**src/rtl/vga_pkg.sv**
```systemverilog
// Shared constants and types for the VGA raster pipeline.
// Defaults describe 800x600@60 with a 40 MHz pixel clock.
package vga_pkg;

    localparam int unsigned COUNT_W     = 11;
    localparam int unsigned RGB_W       = 12;
    localparam int unsigned FRAME_CNT_W = 16;

    localparam int unsigned VGA_H_ACTIVE = 800;
    localparam int unsigned VGA_H_FP     = 40;
    localparam int unsigned VGA_H_SYNC   = 128;
    localparam int unsigned VGA_H_BP     = 88;
    localparam int unsigned VGA_V_ACTIVE = 600;
    localparam int unsigned VGA_V_FP     = 1;
    localparam int unsigned VGA_V_SYNC   = 4;
    localparam int unsigned VGA_V_BP     = 23;
    localparam logic        VGA_SYNC_POL = 1'b1;

    localparam int unsigned VGA_H_TOTAL = VGA_H_ACTIVE + VGA_H_FP + VGA_H_SYNC + VGA_H_BP;
    localparam int unsigned VGA_V_TOTAL = VGA_V_ACTIVE + VGA_V_FP + VGA_V_SYNC + VGA_V_BP;
    localparam int unsigned HCOUNT_MAX  = VGA_H_TOTAL - 1;
    localparam int unsigned VCOUNT_MAX  = VGA_V_TOTAL - 1;

    typedef logic [COUNT_W-1:0] vga_count_t;

endpackage

```
**src/rtl/vga_if.sv**
```systemverilog
// Raster timing bundle passed between video pipeline stages.
interface vga_if;
    import vga_pkg::*;

    vga_count_t       hcount;
    vga_count_t       vcount;
    logic             hsync;
    logic             vsync;
    logic             hblnk;
    logic             vblnk;
    logic [RGB_W-1:0] rgb;

    modport master (output hcount, vcount, hsync, vsync, hblnk, vblnk, rgb);
    modport slave  (input  hcount, vcount, hsync, vsync, hblnk, vblnk, rgb);

endinterface

```
**src/rtl/vga_axis_counter.sv**
```systemverilog
// One raster axis: wrapping position counter with blanking and sync decode.
// Every output is registered from the next count, so all stay aligned with cnt.
module vga_axis_counter
    import vga_pkg::*;
#(
    parameter int unsigned TOTAL      = VGA_H_TOTAL,
    parameter int unsigned ACTIVE     = VGA_H_ACTIVE,
    parameter int unsigned SYNC_START = VGA_H_ACTIVE + VGA_H_FP,
    parameter int unsigned SYNC_W     = VGA_H_SYNC,
    parameter logic        SYNC_POL   = VGA_SYNC_POL
) (
    input  logic       clk,
    input  logic       rst,
    input  logic       en,
    output vga_count_t cnt,
    output logic       wrap,
    output logic       blnk,
    output logic       sync
);

    localparam int unsigned SYNC_END = SYNC_START + SYNC_W;
    localparam vga_count_t  CNT_MAX  = COUNT_W'(TOTAL - 1);

    vga_count_t cnt_q, cnt_d;
    logic       wrap_q, wrap_d;
    logic       blnk_q, blnk_d;
    logic       sync_q, sync_d;

    // wrap flags "cnt is at its last value", so the next enabled step returns to 0
    always_comb begin
        cnt_d = cnt_q;
        if (en) begin
            cnt_d = wrap_q ? '0 : cnt_q + COUNT_W'(1);
        end
        wrap_d = (cnt_d == CNT_MAX);
        blnk_d = (32'(cnt_d) >= ACTIVE);
        sync_d = ((32'(cnt_d) >= SYNC_START) && (32'(cnt_d) < SYNC_END)) ? SYNC_POL : ~SYNC_POL;
    end

    always_ff @(posedge clk) begin
        if (rst) begin
            cnt_q  <= '0;
            wrap_q <= (TOTAL == 1);
            blnk_q <= 1'b0;
            sync_q <= ~SYNC_POL;
        end else begin
            cnt_q  <= cnt_d;
            wrap_q <= wrap_d;
            blnk_q <= blnk_d;
            sync_q <= sync_d;
        end
    end

    assign cnt  = cnt_q;
    assign wrap = wrap_q;
    assign blnk = blnk_q;
    assign sync = sync_q;

endmodule

```
**src/rtl/vga_timing_gen.sv**
```systemverilog
// Free-running VGA raster timing generator with line/frame strobes and a
// wrapping frame counter for game logic.
module vga_timing_gen
    import vga_pkg::*;
#(
    parameter int unsigned H_ACTIVE = VGA_H_ACTIVE,
    parameter int unsigned H_FP     = VGA_H_FP,
    parameter int unsigned H_SYNC   = VGA_H_SYNC,
    parameter int unsigned H_BP     = VGA_H_BP,
    parameter int unsigned V_ACTIVE = VGA_V_ACTIVE,
    parameter int unsigned V_FP     = VGA_V_FP,
    parameter int unsigned V_SYNC   = VGA_V_SYNC,
    parameter int unsigned V_BP     = VGA_V_BP,
    parameter logic        SYNC_POL = VGA_SYNC_POL
) (
    input  logic                   clk,
    input  logic                   rst,
    input  logic                   pix_en,
    vga_if.master                  out,
    output logic                   line_start,
    output logic                   frame_start,
    output logic [FRAME_CNT_W-1:0] frame_cnt
);

    localparam int unsigned H_TOTAL = H_ACTIVE + H_FP + H_SYNC + H_BP;
    localparam int unsigned V_TOTAL = V_ACTIVE + V_FP + V_SYNC + V_BP;

    if (H_TOTAL > 2 ** COUNT_W) begin : g_h_total_chk
        $error("vga_timing_gen: H_TOTAL does not fit the count width");
    end
    if (V_TOTAL > 2 ** COUNT_W) begin : g_v_total_chk
        $error("vga_timing_gen: V_TOTAL does not fit the count width");
    end

    logic h_wrap;
    logic v_wrap;
    logic v_en;

    // Vertical axis steps on the same edge that returns hcount to 0
    assign v_en = pix_en & h_wrap;

    vga_axis_counter #(
        .TOTAL      (H_TOTAL),
        .ACTIVE     (H_ACTIVE),
        .SYNC_START (H_ACTIVE + H_FP),
        .SYNC_W     (H_SYNC),
        .SYNC_POL   (SYNC_POL)
    ) u_h_axis (
        .clk  (clk),
        .rst  (rst),
        .en   (pix_en),
        .cnt  (out.hcount),
        .wrap (h_wrap),
        .blnk (out.hblnk),
        .sync (out.hsync)
    );

    vga_axis_counter #(
        .TOTAL      (V_TOTAL),
        .ACTIVE     (V_ACTIVE),
        .SYNC_START (V_ACTIVE + V_FP),
        .SYNC_W     (V_SYNC),
        .SYNC_POL   (SYNC_POL)
    ) u_v_axis (
        .clk  (clk),
        .rst  (rst),
        .en   (v_en),
        .cnt  (out.vcount),
        .wrap (v_wrap),
        .blnk (out.vblnk),
        .sync (out.vsync)
    );

    assign out.rgb = '0;

    logic                   line_start_q, line_start_d;
    logic                   frame_start_q, frame_start_d;
    logic [FRAME_CNT_W-1:0] frame_cnt_q, frame_cnt_d;

    // Strobes mark the cycle in which the counts land on 0; cleared on idle cycles
    always_comb begin
        line_start_d  = pix_en & h_wrap;
        frame_start_d = pix_en & h_wrap & v_wrap;
        frame_cnt_d   = frame_cnt_q;
        if (frame_start_d) begin
            frame_cnt_d = frame_cnt_q + FRAME_CNT_W'(1);
        end
    end

    always_ff @(posedge clk) begin
        if (rst) begin
            line_start_q  <= 1'b0;
            frame_start_q <= 1'b0;
            frame_cnt_q   <= '0;
        end else begin
            line_start_q  <= line_start_d;
            frame_start_q <= frame_start_d;
            frame_cnt_q   <= frame_cnt_d;
        end
    end

    assign line_start  = line_start_q;
    assign frame_start = frame_start_q;
    assign frame_cnt   = frame_cnt_q;

endmodule

```
**src/flat_wrapper.sv**
```systemverilog
// flat-port wrapper written by rule: the top's interface ports become plain ports
module vga_timing_gen_flat import vga_pkg::*;
#(
    parameter int unsigned H_ACTIVE = VGA_H_ACTIVE,
    parameter int unsigned H_FP     = VGA_H_FP,
    parameter int unsigned H_SYNC   = VGA_H_SYNC,
    parameter int unsigned H_BP     = VGA_H_BP,
    parameter int unsigned V_ACTIVE = VGA_V_ACTIVE,
    parameter int unsigned V_FP     = VGA_V_FP,
    parameter int unsigned V_SYNC   = VGA_V_SYNC,
    parameter int unsigned V_BP     = VGA_V_BP,
    parameter logic        SYNC_POL = VGA_SYNC_POL
)
  (clk, rst, pix_en, line_start, frame_start, frame_cnt, out_hcount, out_vcount, out_hsync, out_vsync, out_hblnk, out_vblnk, out_rgb);
  vga_if out_i ();
  input  logic clk;
  input  logic rst;
  input  logic pix_en;
  output logic line_start;
  output logic frame_start;
  output logic [FRAME_CNT_W-1:0] frame_cnt;
  output wire logic [$bits(out_i.hcount)-1:0] out_hcount;
  output wire logic [$bits(out_i.vcount)-1:0] out_vcount;
  output wire logic [$bits(out_i.hsync)-1:0] out_hsync;
  output wire logic [$bits(out_i.vsync)-1:0] out_vsync;
  output wire logic [$bits(out_i.hblnk)-1:0] out_hblnk;
  output wire logic [$bits(out_i.vblnk)-1:0] out_vblnk;
  output wire logic [$bits(out_i.rgb)-1:0] out_rgb;
  assign out_hcount = out_i.hcount;
  assign out_vcount = out_i.vcount;
  assign out_hsync = out_i.hsync;
  assign out_vsync = out_i.vsync;
  assign out_hblnk = out_i.hblnk;
  assign out_vblnk = out_i.vblnk;
  assign out_rgb = out_i.rgb;
  vga_timing_gen #(.H_ACTIVE(H_ACTIVE), .H_FP(H_FP), .H_SYNC(H_SYNC), .H_BP(H_BP), .V_ACTIVE(V_ACTIVE), .V_FP(V_FP), .V_SYNC(V_SYNC), .V_BP(V_BP), .SYNC_POL(SYNC_POL)) u_core (.clk(clk), .rst(rst), .pix_en(pix_en), .out(out_i), .line_start(line_start), .frame_start(frame_start), .frame_cnt(frame_cnt));
endmodule
```
**config.mk**
```make
export PLATFORM = sky130hd
export DESIGN_NAME = vga_timing_gen_flat
export DESIGN_NICKNAME = d
export VERILOG_FILES = /design/src/rtl/vga_pkg.sv /design/src/rtl/vga_if.sv /design/src/rtl/vga_axis_counter.sv /design/src/rtl/vga_timing_gen.sv /design/src/flat_wrapper.sv
export SDC_FILE = /design/constraint.sdc
export NUM_CORES = 1
export LEC_CHECK = 0
export BUFFER_PORTS_ARGS = -buffer_cell sky130_fd_sc_hd__buf_4
export CORE_ASPECT_RATIO = 1.75
export CORE_MARGIN = 2
export CORE_UTILIZATION = 50
export CTS_CLUSTER_DIAMETER = 150
export DETAILED_ROUTE_END_ITERATION = 12
export GPL_TIMING_DRIVEN = 0
export HOLD_SLACK_MARGIN = 0.12
export PLACE_DENSITY = 0.75
export SETUP_SLACK_MARGIN = 0.15
export SLEW_MARGIN = 20
export SYNTH_ARGS = -nofsm -noshare
export SYNTH_HDL_FRONTEND = slang
export SYNTH_SLANG_ARGS = --single-unit
```
**constraint.sdc**
```tcl
create_clock -name clk -period 3.1 [get_ports clk]
set_input_delay 0.465 -clock clk [delete_from_list [all_inputs] [get_ports clk]]
set_output_delay 0.465 -clock clk [all_outputs]
set_load 0.01 [all_outputs]
```
; ---- Word-level counts from Yosys, hierarchy flattened
; Index checks and enable logic that the tools add are counted.
[word_totals]
wordCells = 32
regBits = 46
out_inout_bits = 56
inputBits = 3
[classes]
n_bitwise = 2
addsub = 3
eq_ne = 2
mux = 6
n_reduce_logical = 2
order_cmp = 6
[ops]
columns = operator, n
row1 = $ge A11 B10 Y1 const B, 4
row2 = $mux W11, 4
row3 = $add A11 B1 Y11 const B, 2
row4 = $lt A11 B10 Y1 const B, 2
row5 = $add A16 B1 Y16 const B, 1
row6 = $eq A11 B10 Y1 const B, 1
row7 = $eq A11 B11 Y1 const B, 1
row8 = $and A1 B1 Y1, 2
row9 = $logic_and A1 B1 Y1, 2
row10 = $mux W1, 2

; ---- Longest topological paths before layout
[logic_depth]
depth_word = 6
mapped_depth = 7
depth_no_buf = 7

; ---- Cells and area by module
; From an unflattened synthesis, not the netlist that was laid out.
[unflattened]
cells_unflattened = 291
hier_area_um2 = 2512.4
[by_module_without_submodules]
columns = module, seq_area_each_um2, instances, cells_per_inst, area_each_um2
row1 = vga_timing_gen, 360.3, 1, 99, 880.8
row2 = vga_axis_counter (u_core.u_h_axis), 280.3, 1, 104, 847.1
row3 = vga_axis_counter (u_core.u_v_axis), 280.3, 1, 88, 784.5

; ---- Worst setup path before layout
; No wires, ideal clock.
[synth_path]
path_kind = flip-flop to flip-flop
from = reg u_core.u_h_axis.cnt_q[0], in the netlist u_core.u_h_axis.cnt[0]
to = reg u_core.u_h_axis.wrap_q, in the netlist u_core.u_h_axis.wrap
setup_slack_ns = 1.151
arrival_time_ns = 1.862
synth_period_minus_slack_ns = 1.949
required_time_ns = 3.013
path_stages_with_launch = 8
path_buffers = 0
setup_ns = 0.087
cell_sequence = dfxtp_1 > ha_1 > nand3_2 > nor3_4 > nand3_2 > xor2_1 > or3_4 > nor4b_4
[synth_via]
elab_chain_cells = 4
[synth_lines]
columns = element, line_no
row1 = start: declaration, vga_axis_counter.sv:24  ; vga_count_t cnt_q, cnt_d;
row2 = start signal: assignment, vga_axis_counter.sv:47  ; cnt_q <= cnt_d;
row3 = $add A11 B1 Y11, vga_axis_counter.sv:33  ; cnt_d = wrap_q ? '0 : cnt_q + COUNT_W'(1);
row4 = $mux W11, vga_axis_counter.sv:33
row5 = $mux W11 (*), vga_axis_counter.sv:32  ; if (en) begin
row6 = $eq A11 B11 Y1 (*), vga_axis_counter.sv:35  ; wrap_d = (cnt_d == CNT_MAX);
row7 = end signal: assignment, vga_axis_counter.sv:43  ; wrap_q <= (TOTAL == 1);
row8 = end signal: assignment, vga_axis_counter.sv:48  ; wrap_q <= wrap_d;
row9 = end: declaration, vga_axis_counter.sv:25  ; logic wrap_q, wrap_d;
; Mark *: on every way between the ends. The rest lies on a longest branch, timed or not.
; A chain may end at the register's enable or synchronous reset.

; ---- Worst setup path after layout
[layout_path]
from = reg u_core.u_v_axis.cnt_q[1], in the netlist u_core.u_v_axis.cnt[1]
to = reg u_core.u_v_axis.sync_q, in the netlist u_core.u_v_axis.sync
[layout_via]
elab_chain_cells = 6
word_cells_on_any_way = 7
classes_between = add/sub (1) / order compare (2) / mux (3) / reduce/logical (1)
[layout_lines]
columns = element, line_no
row1 = start: declaration, vga_axis_counter.sv:24
row2 = start signal: assignment, vga_axis_counter.sv:47
row3 = $add A11 B1 Y11, vga_axis_counter.sv:33
row4 = $mux W11, vga_axis_counter.sv:33
row5 = $mux W11 (*), vga_axis_counter.sv:32
row6 = $ge A11 B10 Y1 or $lt A11 B10 Y1 (tied branches), vga_axis_counter.sv:37  ; sync_d = ((32'(cnt_d) >= SYNC_START) && (32'(cnt_d) < SYNC_END)) ? SYNC_POL : ~SYNC_POL;
row7 = $logic_and A1 B1 Y1 (*), vga_axis_counter.sv:37
row8 = $mux W1 (*), vga_axis_counter.sv:37
row9 = end signal: assignment, vga_axis_counter.sv:45  ; sync_q <= ~SYNC_POL;
row10 = end signal: assignment, vga_axis_counter.sv:50  ; sync_q <= sync_d;
row11 = end: declaration, vga_axis_counter.sv:27  ; logic sync_q, sync_d;
; Marks and branches as above.

==> impl_metrics.csv <==
group,metric,value,unit
critical_path,arrival,2.48,ns
clocking,cts_num_sinks,46,
grt,antenna_found_initial,0,
yosys,synth_edf_count,0,
power,power_leakage,1.21,nW
floorplanning,num_io_pins,59,
grt,grt.total_usage,19.9,%
cells_and_area,layout_commonest_cell,"buf_4",
yosys,synth_cell_types,50,
critical_path,cp_cell_sequence,"ha_1, nand3_2, nor4_1, xor2_1, a2111oi_0, nand3b_1, nor2_1",
critical_path,crit_fanout,8,
clocking,cts_hold_buf,0,
critical_path,worst-setup-path-type,"register to register",
routing,final_antenna_net_count,0,
floorplanning,row_count,33,
power,switchingPower,0.226,mW
placement,place_area,0.00282,sq mm
routing,route.detailed.drc,0,
sta,worst_pin_slew,0.521,ns
clocking,cts_resized,0,
yosys,yosys_warnings,0,
grt,grt_max_degree,13,
floorplanning,die_h,95.2,um
sta,setup_viol,0,
critical_path,critPathLaunchType,"register",
yosys,seq_area_frac_synth,38.8,%
floorplanning,die_x,56.1,um
critical_path,cp_data_required_time,3.33,ns
power,seqPwrFrac,58.9,%
routing,wl_met3,181,um
worst_hold_path,min_path_type,"register to register",
yosys,synth.avg_cell_area,8.67,sq um
clocking,cts_buffers,5,
critical_path,crit_family,"simple AND/OR/NAND/NOR gates",
critical_path,critPathMaxStageDelay,0.54,ns
power,share_comb_of_total_power,5.0,%
floorplanning,initial_utilization,51.4,%
routing,viasPerCell,5.28,
critical_path,worstSetupEndpointType,"register",
sta,relSlewSlack,65.2,%
sta,clock_skew,0.00385,ns
power,ir_drop,0.000324,V
routing,vias,2049,
placement,gp_congestion,0.810,
floorplanning,core_area,0.00462,sq mm
sta,period_share,72.4,%
power,swShare,22.3,%
clocking,cts_tree,"done",
yosys,ys.flop_type,"dfxtp_1",
yosys,syn_inst,274,
sta,fin_crit,2.24,ns
job,cap_violations,0,
sta,setup_tns,0,ns
clocking,postCtsSetupBuffers,0,
grt,grt_first_pass_wirelength,8420,um
clocking,cts_buffer_depth,2,
power,clkPwrFrac,36.1,%
cells_and_area,final_area,0.00290,sq mm
routing,topRoutingLayerUsed,"met4",
power,p_int,0.786,mW
cells_and_area,area.growth.synth_to_final,22.2,%
power,total_power,1.01,mW
cells_and_area,final_nets,343,
sta,max_freq,446,MHz
cells_and_area,antennaDiodeCount,0,
grt,gr-total-overflow,0,
routing,firstDrtPassIters,4,
routing,drt_iter0_drc,52,
routing,route.met2.wl,2750,um
routing,met1Wirelength,2120,um
critical_path,path_buf_inv,0,
clocking,htree_levels,2,
clocking,clkTransAtPathRegs,0.08,ns
floorplanning,fp.dieArea,0.00534,sq mm
clocking,clkLatencyLatePin,0.29,ns
placement,hpwl,3830,um
placement,io_buffers,45,
cells_and_area,drive_above_1_share,26.2,%
yosys,async_reset_ff_share,0,%
cells_and_area,most-common-layout-cells,"buf_4 (57), dfxtp_1 (46), nor2_1 (32), nand2_1 (20), xor2_1 (17)",
sta,grt_setup_unrepaired,"no",
grt,grt_pass1_vias,1853,
sta,hold_ws,0.511,ns
critical_path,reg2reg_slack,0.86,ns
routing,post_drt_wl_per_cell,13.2,um
clocking,root_buffer,"clkbuf_8",
routing,wirelength,5120,um
outcome,status,"completed",
yosys,synth-seq-cells,46,
yosys,netlist_area,0.00237,sq mm
power,powerDensity,349,mW/mm^2
sta,finalHoldViolCount,0,
critical_path,critPathSlowestCell,"dfxtp_1",
sta,final-max-slew-violation-count,0,
## final cells by class
type	count	area, sq um
Inverter	5	18.8
Fill cell	455	1720
Tap cell	52	65.1
Multi-Input combinational cell	211	1330
Buffer	23	151
Clock buffer	6	82.6
Sequential cell	46	921
Timing Repair Buffer	45	338
## cell families (layout without fill, tap and decap cells)
group / after synthesis / in the layout / synth area share [%]
other: 1 / 12 / 0.158
adder cells (fa/ha/maj): 3 / 3 / 1.58
AND/OR/NAND/NOR: 128 / 128 / 31.9
flip-flops: 46 / 46 / 38.8
buffers and inverters: 28 / 79 / 7.17
AO/OA/AOI/OAI: 40 / 40 / 9.96
multiplexers: 2 / 2 / 0.843
XOR/XNOR: 26 / 26 / 9.59
## path summary, 6_finish.rpt
path / depth (start not counted) / endpoint / startpoint
worst min-delay path: 2 / u_core.frame_cnt[9]$_SDFFE_PP0P_ / u_core.frame_cnt[9]$_SDFFE_PP0P_
worst max register to register: 7 / u_core.u_v_axis.sync$_SDFF_PP0_ / u_core.u_v_axis.cnt[1]$_SDFF_PP0_
worst min register to register: 2 / u_core.frame_cnt[9]$_SDFFE_PP0P_ / u_core.frame_cnt[9]$_SDFFE_PP0P_
worst max-delay path: 7 / u_core.u_v_axis.sync$_SDFF_PP0_ / u_core.u_v_axis.cnt[1]$_SDFF_PP0_
## power groups by stage
stage          clock, mW  combinational (mW)  sequential (mW)
6_report           0.365              0.0508            0.596
5_1_grt            0.393              0.0564            0.597
4_1_cts            0.371              0.0507            0.597
3_5_place_dp           0              0.0506            0.611
3_3_place_gp           0              0.0499            0.610
2_1_floorplan          0              0.0378            0.611
## state kept, by name, summed over array words and instances (netlist names)
register	flops
u_core.frame_start	1
u_core.line_start	1
u_core.u_h_axis.wrap	1
u_core.u_v_axis.wrap	1
u_core.u_h_axis.blnk	1
u_core.u_v_axis.cnt	11
u_core.u_h_axis.sync	1
u_core.u_v_axis.blnk	1
u_core.u_h_axis.cnt	11
u_core.frame_cnt	16
u_core.u_v_axis.sync	1
## worst min-delay path, cell delays in order (launching register included)
cell     delay [ns]
dfxtp_1        0.34
o21ai_0        0.07
a21oi_1        0.06
## metal layers
layer | vias to the layer above | track usage, %
met5 | - | 0
met4 | 0 | 7.34
met3 | 7 | 3.66
met2 | 37 | 37.1
met1 | 948 | 22.4
li1 | 1057 | -
## Yosys cell counts, drive strengths merged (2+ instances only)
cell,number,area share [%]
dfxtp,46,39
xnor2,9,3.3
mux2i,2,0.84
a21oi,17,3.7
inv,5,0.79
and2,2,0.53
nor4,3,1.1
o2bb2ai,2,0.74
or3,8,2.3
nand3b,5,1.6
nand3,16,4.4
buf,17,5.4
xor2,17,6.3
nor3,16,4.7
a211oi,2,0.63
o31ai,2,0.63
and3,4,1.1
nand4,8,3.0
and2b,2,0.63
ha,3,1.6
nor2b,3,0.79
o21ai,11,2.3
nor4b,2,1.4
nand2,22,3.7
nor2,32,5.1
a31oi,2,0.53
clkbuf,6,1.0
## through the flow
step,cells,util (%),setup WS (ns)
after floorplan,285,-,1.15
after global placement,382,61.0,0.941
after detailed placement,382,61.0,0.910
after CTS,388,62.7,0.858
after global routing,388,62.7,0.633
final,388,62.7,0.857
No activity file was read; power rests on OpenSTA's default activity.
